`config.mk`:
```
export PLATFORM = sky130hd
export DESIGN_NAME = noc_pe_interface
export DESIGN_NICKNAME = d
export VERILOG_FILES = /design/src/rtl/noc_pkg.sv /design/src/rtl/noc_sync_fifo.sv /design/src/rtl/noc_pe_interface.sv
export SDC_FILE = /design/constraint.sdc
export NUM_CORES = 1
export LEC_CHECK = 0
export CAP_MARGIN = 20
export CORE_MARGIN = 4
export CORE_UTILIZATION = 35
export CTS_CLUSTER_SIZE = 30
export DETAILED_ROUTE_END_ITERATION = 8
export HOLD_SLACK_MARGIN = 0.05
export PLACE_DENSITY = 0.61
export SLEW_MARGIN = 20
export SYNTH_ARGS = -nofsm -noshare
export SYNTH_HDL_FRONTEND = slang
export SYNTH_SLANG_ARGS = --single-unit
export TNS_END_PERCENT = 100
```
`constraint.sdc`:
```
create_clock -name clk -period 2.4 [get_ports clk]
set_input_delay 0.48 -clock clk [delete_from_list [all_inputs] [get_ports clk]]
set_output_delay 0.48 -clock clk [all_outputs]
set_load 0.02 [all_outputs]
```
`src/rtl/noc_pkg.sv`:
```
// Shared packet layout helpers for the NoC PE interface: field offsets,
// total packet width and the drop-counter width.
package noc_pkg;

  localparam int DEST_X_LSB = 0;
  localparam int DROP_CNT_W = 16;
  localparam logic [DROP_CNT_W-1:0] DROP_CNT_MAX = {DROP_CNT_W{1'b1}};

  function automatic int dest_y_lsb(input int x_size);
    return x_size;
  endfunction

  function automatic int payload_lsb(input int x_size, input int y_size);
    return x_size + y_size;
  endfunction

  function automatic int total_width(input int x_size, input int y_size, input int data_width);
    return x_size + y_size + data_width;
  endfunction

endpackage

```
`src/rtl/noc_sync_fifo.sv`:
```
// First-word-fall-through synchronous FIFO with an occupancy count; storage is
// not reset, only pointers and count.
module noc_sync_fifo #(
  parameter int width = 8,
  parameter int depth = 4
) (
  input  logic                     clk,
  input  logic                     rst,
  input  logic                     push,
  input  logic [width-1:0]         wr_data,
  input  logic                     pop,
  output logic [width-1:0]         rd_data,
  output logic                     full,
  output logic                     empty,
  output logic [$clog2(depth):0]   count
);

  localparam int AW = $clog2(depth);

  logic [width-1:0] mem [depth];
  logic [AW-1:0]    wr_ptr;
  logic [AW-1:0]    rd_ptr;
  logic             do_push;
  logic             do_pop;

  assign empty   = (count == '0);
  assign full    = (count == ($clog2(depth)+1)'(depth));
  assign do_pop  = pop && !empty;
  // A push into a full FIFO is legal only when a pop frees a slot this cycle.
  assign do_push = push && (!full || do_pop);
  assign rd_data = mem[rd_ptr];

  always_ff @(posedge clk or posedge rst) begin
    if (rst) begin
      wr_ptr <= '0;
      rd_ptr <= '0;
      count  <= '0;
    end else begin
      if (do_push) wr_ptr <= wr_ptr + 1'b1;
      if (do_pop)  rd_ptr <= rd_ptr + 1'b1;
      if (do_push && !do_pop)      count <= count + 1'b1;
      else if (do_pop && !do_push) count <= count - 1'b1;
    end
  end

  always_ff @(posedge clk) begin
    if (do_push) mem[wr_ptr] <= wr_data;
  end

endmodule

```
`src/rtl/noc_pe_interface.sv`:
```
// PE-side network interface: TX FIFO toward the switch, RX FIFO from it with
// overflow tracking. Define NOC_PE_IF_DROP_CNT_EN to enable the drop counter.
module noc_pe_interface
  import noc_pkg::*;
#(
  parameter int data_width = 32,
  parameter int x_size     = 1,
  parameter int y_size     = 1,
  parameter int fifo_depth = 4
) (
  input  logic                                 clk,
  input  logic                                 rst,
  input  logic                                 s_valid,
  input  logic [data_width-1:0]                s_data,
  input  logic [x_size-1:0]                    s_dest_x,
  input  logic [y_size-1:0]                    s_dest_y,
  output logic                                 s_ready,
  output logic                                 o_valid_noc,
  output logic [x_size+y_size+data_width-1:0]  o_data_noc,
  input  logic                                 i_ready_noc,
  input  logic                                 i_valid_noc,
  input  logic [x_size+y_size+data_width-1:0]  i_data_noc,
  output logic                                 m_valid,
  output logic [data_width-1:0]                m_data,
  input  logic                                 m_ready,
  output logic                                 rx_overflow,
  output logic [DROP_CNT_W-1:0]                rx_drop_count
);

  localparam int PKT_W  = total_width(x_size, y_size, data_width);
  localparam int PAY_LO = payload_lsb(x_size, y_size);
  localparam int CNT_W  = $clog2(fifo_depth) + 1;

  logic             tx_full, tx_empty, tx_push, tx_pop;
  logic             rx_full, rx_empty, rx_push, rx_pop, rx_drop;
  logic [PKT_W-1:0] tx_pkt, rx_head;
  logic [CNT_W-1:0] tx_count, rx_count;

  // TX: PE -> switch; no push accepted while full, even with a concurrent pop.
  assign tx_pkt      = {s_data, s_dest_y, s_dest_x};
  assign s_ready     = !tx_full;
  assign tx_push     = s_valid && !tx_full;
  assign o_valid_noc = !tx_empty;
  assign tx_pop      = o_valid_noc && i_ready_noc;

  noc_sync_fifo #(.width(PKT_W), .depth(fifo_depth)) u_tx_fifo (
    .clk     (clk),
    .rst     (rst),
    .push    (tx_push),
    .wr_data (tx_pkt),
    .pop     (tx_pop),
    .rd_data (o_data_noc),
    .full    (tx_full),
    .empty   (tx_empty),
    .count   (tx_count)
  );

  // RX: switch -> PE; the switch cannot be stalled, so a full FIFO drops.
  assign m_valid = !rx_empty;
  assign rx_pop  = m_valid && m_ready;
  assign rx_push = i_valid_noc && (!rx_full || rx_pop);
  assign rx_drop = i_valid_noc && rx_full && !rx_pop;
  assign m_data  = rx_head[PKT_W-1:PAY_LO];

  noc_sync_fifo #(.width(PKT_W), .depth(fifo_depth)) u_rx_fifo (
    .clk     (clk),
    .rst     (rst),
    .push    (rx_push),
    .wr_data (i_data_noc),
    .pop     (rx_pop),
    .rd_data (rx_head),
    .full    (rx_full),
    .empty   (rx_empty),
    .count   (rx_count)
  );

  always_ff @(posedge clk or posedge rst) begin
    if (rst)          rx_overflow <= 1'b0;
    else if (rx_drop) rx_overflow <= 1'b1;
  end

`ifdef NOC_PE_IF_DROP_CNT_EN
  always_ff @(posedge clk or posedge rst) begin
    if (rst)                                          rx_drop_count <= '0;
    else if (rx_drop && rx_drop_count != DROP_CNT_MAX) rx_drop_count <= rx_drop_count + 1'b1;
  end
`else
  assign rx_drop_count = '0;
`endif

endmodule

```
; Yosys cells after proc, flatten, opt, wreduce, memory -nomap -nowiden
; Memory sizes are Yosys's and may differ from the RTL's.
; Index checks and enable logic that the tools add are counted.
[word_totals]
out_inout_bits = 86
ram_bits = 272
ff_bits = 15
romBits = 0
word_cells = 57
in_bits = 74
memories = 2
latchBits = 0
[op_classes]
mux = 8
multipliers = 0
bitwise_logic = 0
n_eq_ne = 2
n_shift = 0
div = 0
reduce_logical = 30
magnitude_cmp = 0
addsub = 8
[memory_table]
columns = name, words, word_bits, rd, rd_ports_with_merged_regs, write_ports, line
row1 = u_rx_fifo.mem, 4, 34, 1, 0, 1, noc_sync_fifo.sv:20  ; logic [width-1:0] mem [depth];
row2 = u_tx_fifo.mem, 4, 34, 1, 0, 1, noc_sync_fifo.sv:20
[op_table]
columns = op, n
row1 = $logic_and A1 B1 Y1, 14
row2 = $mux W3, 4
row3 = $logic_not A1 Y1, 9
row4 = $add A2 B1 Y2 const B, 4
row5 = $add A3 B1 Y3 const B, 2
row6 = $eq A3 B3 Y1 const B, 2
row7 = $logic_not A3 Y1, 2
row8 = $sub A3 B1 Y3 const B, 2
row9 = $mux W1, 4
row10 = $reduce_bool A2 Y1, 2
row11 = $logic_or A1 B1 Y1, 3

; Logic depth before layout (Yosys ltp)
[depth]
word_depth = 10
mapped_depth = 9
mapped_depth_nobuf = 8

; Modules after synthesis
; A second synthesis with hierarchy kept.
[unflattened]
hier_cells = 456
hier_area_um2 = 10995.5
[by_module_without_submodules]
columns = mod, cells_per_inst, seq_area_each_um2, area_each_um2, n_inst
row1 = noc_sync_fifo, 214, 4259.1, 5392.7, 2
row2 = noc_pe_interface, 28, 25.0, 210.2, 1

; Least setup slack after synthesis
; No wires, ideal clock.
[synth_timing]
kind = register -> register
startpoint = reg u_rx_fifo.count[0]
endpoint = reg u_rx_fifo.count[2]
path_stages_with_launch = 9
synth_period_minus_slack_ns = 2.160
required_time_ns = 2.321
path_buffers = 0
arrival_time_ns = 2.081
setup_slack_ns = 0.240
cell_sequence = dfrtp_1 > or3_1 > nand2_1 > ha_1 > inv_1 > fa_1 > xor2_1 > nor2_1 > xor2_1
[synth_via]
elab_chain_cells = 9
[synth_lines]
columns = element, line
row1 = start: declaration, noc_sync_fifo.sv:15  ; output logic [$clog2(depth):0] count
row2 = start signal: assignment, noc_sync_fifo.sv:41  ; if (do_push && !do_pop) count <= count + 1'b1;
row3 = start signal: assignment, noc_sync_fifo.sv:42  ; else if (do_pop && !do_push) count <= count - 1'b1;
row4 = $logic_not A3 Y1 (*), noc_sync_fifo.sv:26  ; assign empty = (count == '0);
row5 = $logic_not A1 Y1 (*), noc_pe_interface.sv:59  ; assign m_valid = !rx_empty;
row6 = named net m_valid, noc_pe_interface.sv:23  ; output logic m_valid,
row7 = $logic_and A1 B1 Y1, noc_pe_interface.sv:60  ; assign rx_pop = m_valid && m_ready;
row8 = $logic_or A1 B1 Y1 / $logic_and A1 B1 Y1 (equally long branches), "noc_pe_interface.sv:61, noc_sync_fifo.sv:28"
row9 = $logic_and A1 B1 Y1 / $logic_or A1 B1 Y1 (equally long branches), "noc_pe_interface.sv:61, noc_sync_fifo.sv:30"
row10 = $logic_and A1 B1 Y1, noc_sync_fifo.sv:30  ; assign do_push = push && (!full || do_pop);
row11 = $logic_not A1 Y1, noc_sync_fifo.sv:42
row12 = $logic_and A1 B1 Y1, noc_sync_fifo.sv:42
row13 = $reduce_bool A2 Y1 (no line), --
; The timed path passes the listed nets; every way through them passes the cells marked *. The select of a mux whose other input is x is not followed.
; A chain may end at the register's enable or synchronous reset.

; Final worst setup path
[layout_timing]
startpoint = reg u_rx_fifo.rd_ptr[0]
endpoint = out m_data[23]
[layout_via]
elab_chain_cells = 1
[layout_lines]
columns = element, line
row1 = start: declaration, noc_sync_fifo.sv:22  ; logic [AW-1:0] rd_ptr;
row2 = start signal: assignment, noc_sync_fifo.sv:40  ; if (do_pop) rd_ptr <= rd_ptr + 1'b1;
row3 = $mem_v2 Z4 W34, --
row4 = end: declaration, noc_pe_interface.sv:24  ; output logic [data_width-1:0] m_data,
; Every way passes these cells.

==> run metrics <==
Critical Path Start Type=register; met2 wire length=10,200 microns; Setup CP Type=reg2out; asr flop ratio synth=5.38%; Yosys top cell area share=74.6%; endpoints failing setup=21; post-synthesis mux area share=15.0%; Cell variety after synth=26; Worst R2R Start=u_rx_fifo.count[0]$_DFFE_PP0P_; H-tree depth=1; CTS tree=yes; maximum vdd ir drop=0.000633 V; clock tree buffer depth=3; First-pass DRT Iterations=4; Slew Limit Fails=0; cell taking the most area after synthesis=edfxtp_1; Crit Path Max Fanout=4; Post-synth EDFFs=264; largest family of logic cells by synthesized area=multiplexers; Simple-Gate Fraction of Synth Area=1.18%; Max Cap Viol=0; vias in the first global route=5,394; pwr/cell area=1310 nW/um^2; DP Wirelength=12,500 microns; highest routed layer=met4; top_reg_cell synth=edfxtp_1; synthesized flop and latch total=279; Die Span X=182 microns; initial DRC count=189; clk_lat worst skew=0.53 ns; mean post-synth cell area=24.4 sq um; P_leak=0.00474 uW; Hold Fails Final Rpt=0; routed length per placed instance=19.8 microns; all-layer global routing usage=12.1%; I/O pins=160; RSZ-0062 raised after global routing=yes; min Tclk post-route=2.44 ns; Syn. warnings=0; Post-synth top cells=edfxtp_1, mux4_2, buf_4; count leader, synth=edfxtp_1; Data required, critical path=1.92 ns; post-synthesis cell count=436; CTS Buf Count=29; HP Class=in2async; die area=33,200 sq um; root buf cell=clkbuf_16; post-synthesis adder-cell area fraction=1.55%; Area Overhead vs Synth=30.3%; vias=4,933; crit share post-route=102%; Placer Congestion=0.739; Via-to-Cell Ratio=4.73; initial antenna violation count=0; # clock sinks=279; Hold Buf Count CTS=0; layout cell share with drive strength beyond 1=34.7%; status=finished, violations left; synthesized-area fraction occupied by xor and xnor cells=0.990%; Worst-Margin Slew=0.607 ns; Initial Util=35.6%; Synth Area in Compound Gates=0.177%; grt ovf=0; Post-Route WL=20,600 microns; # port buffers=141; Die Ht=182 microns; sequential area share after synthesis=78.2%; final antenna-violating net count=0; Area contributors post-synth=edfxtp_1, mux4_2, mux4_1, dfrtp_1, buf_4; # rows=63; Rel. slew slack=59.5%; synthesized cell area=10,600 sq um; FMAX=0.410 GHz; DRC Markers=0; crit path capture type=primary output; first-pass GRT wire length=31,600 microns; setup clock skew after layout=0.00978 ns; clock-pin transition on the worst setup and hold timing paths=0.06 ns; CP startpoint=u_rx_fifo.rd_ptr[0]$_DFFE_PP0P_; pre-CTS setup slack=-0.0320 ns; met1 WL=8100 microns; core area=29,800 sq um; final worst slack=-0.0401 ns; Post-Route Setup TNS=-0.326 ns; failing checks=negative setup slack; largest net degree at the start of global routing=36; Layout Nets=716; WL met3=1940 microns; WP data arrival=1.96 ns
## flip-flops by register name, summed over array words and instances, names as in the netlist
| signal | flops |
|---|---|
| u_rx_fifo.rd_ptr | 2 |
| rx_overflow | 1 |
| u_tx_fifo.mem | 136 |
| u_rx_fifo.count | 3 |
| u_rx_fifo.mem | 128 |
| u_rx_fifo.wr_ptr | 2 |
| u_tx_fifo.wr_ptr | 2 |
| u_tx_fifo.rd_ptr | 2 |
| u_tx_fifo.count | 3 |
## stage by stage
step	cell area, sq um	utilization, %	cells	hold slack [ns]	total power [uW]
floorplan	10700	-	451	0.381	10500
global placement	12600	42.4	971	0.441	13100
detailed placement	12600	42.4	971	0.455	13300
CTS	13700	45.8	1038	0.311	18000
global route	13800	46.4	1041	0.376	19000
finish	13800	46.4	1042	0.322	18100
## worst max-delay path, cell delays in order, from the launching register on
cell and delay (ns):
dfrtp_2 0.45, buf_6 0.16, buf_16 0.12, mux4_2 0.53, buf_6 0.16
## power by group
| group | total (uW) | internal (uW) | switching [uW] |
|---|---|---|---|
| Clock | 4250 | 2530 | 1720 |
| Sequential | 6800 | 6450 | 344 |
| Combinational | 7090 | 3670 | 3420 |
| Total | 18100 | 12600 | 5480 |
## layout by cell type, fill, tap and decap left out, drive strengths merged, types with 2 or more instances in the layout
cell type,instances
dlygate4sd2,2
edfxtp,264
conb,16
dfrtp,15
buf,104
xnor2,8
or3,2
nand2,3
nand3,2
fa,2
mux2,4
ha,10
clkbuf,38
clkinv,11
and2,8
bufinv,3
mux4,66
inv,7
clkdlybuf4s50,73
clkinvlp,2
xor2,4
nor2,3
## per-layer routing
layer / track usage (%) / up-vias
met3: 4.52 / 30
met1: 14.8 / 2550
met5: 0 / -
met4: 2.88 / 0
li1: - / 2167
met2: 20.6 / 186
## final cells by class
| class | instances | area [sq um] |
|---|---|---|
| sequential | 279 | 8310 |
| multi-input combinational | 132 | 2020 |
| tap | 390 | 488 |
| inverter | 7 | 26.3 |
| antenna | 1 | 2.50 |
| fill | 2454 | 16000 |
| clock buffer | 36 | 752 |
| timing repair buffer | 181 | 2090 |
| clock inverter | 16 | 156 |
## path summary, 6_finish.rpt
path	to	slack, ns	cells after the start
max in group asynchronous	u_tx_fifo.rd_ptr[0]$_DFFE_PP0P_	1.65	2
min in group clk	rx_overflow$_DFFE_PP0P_	0.47	1
max reg2reg	u_rx_fifo.count[2]$_DFFE_PP0P_	0.22	8
max	m_data[23]	-0.04	4
min reg2reg	rx_overflow$_DFFE_PP0P_	0.47	1
min	u_rx_fifo.count[2]$_DFFE_PP0P_	0.32	2
## logic make-up after synthesis
group           after synthesis
flops                       279
compound gates                2
xor+xnor                     12
simple gates                 20
other cells                   1
buf+inv                      40
mux                          70
fa+ha+maj                    12
## timing repair
action | in CTS | in global routing
setup endpoints to repair | 68 | 59
gates resized for setup | 336 | 62
buffers inserted | 10 | 3
gates cloned | 5 | 2
endpoints found under the hold margin | 0 | 0
(Power assumes the default switching activity.)
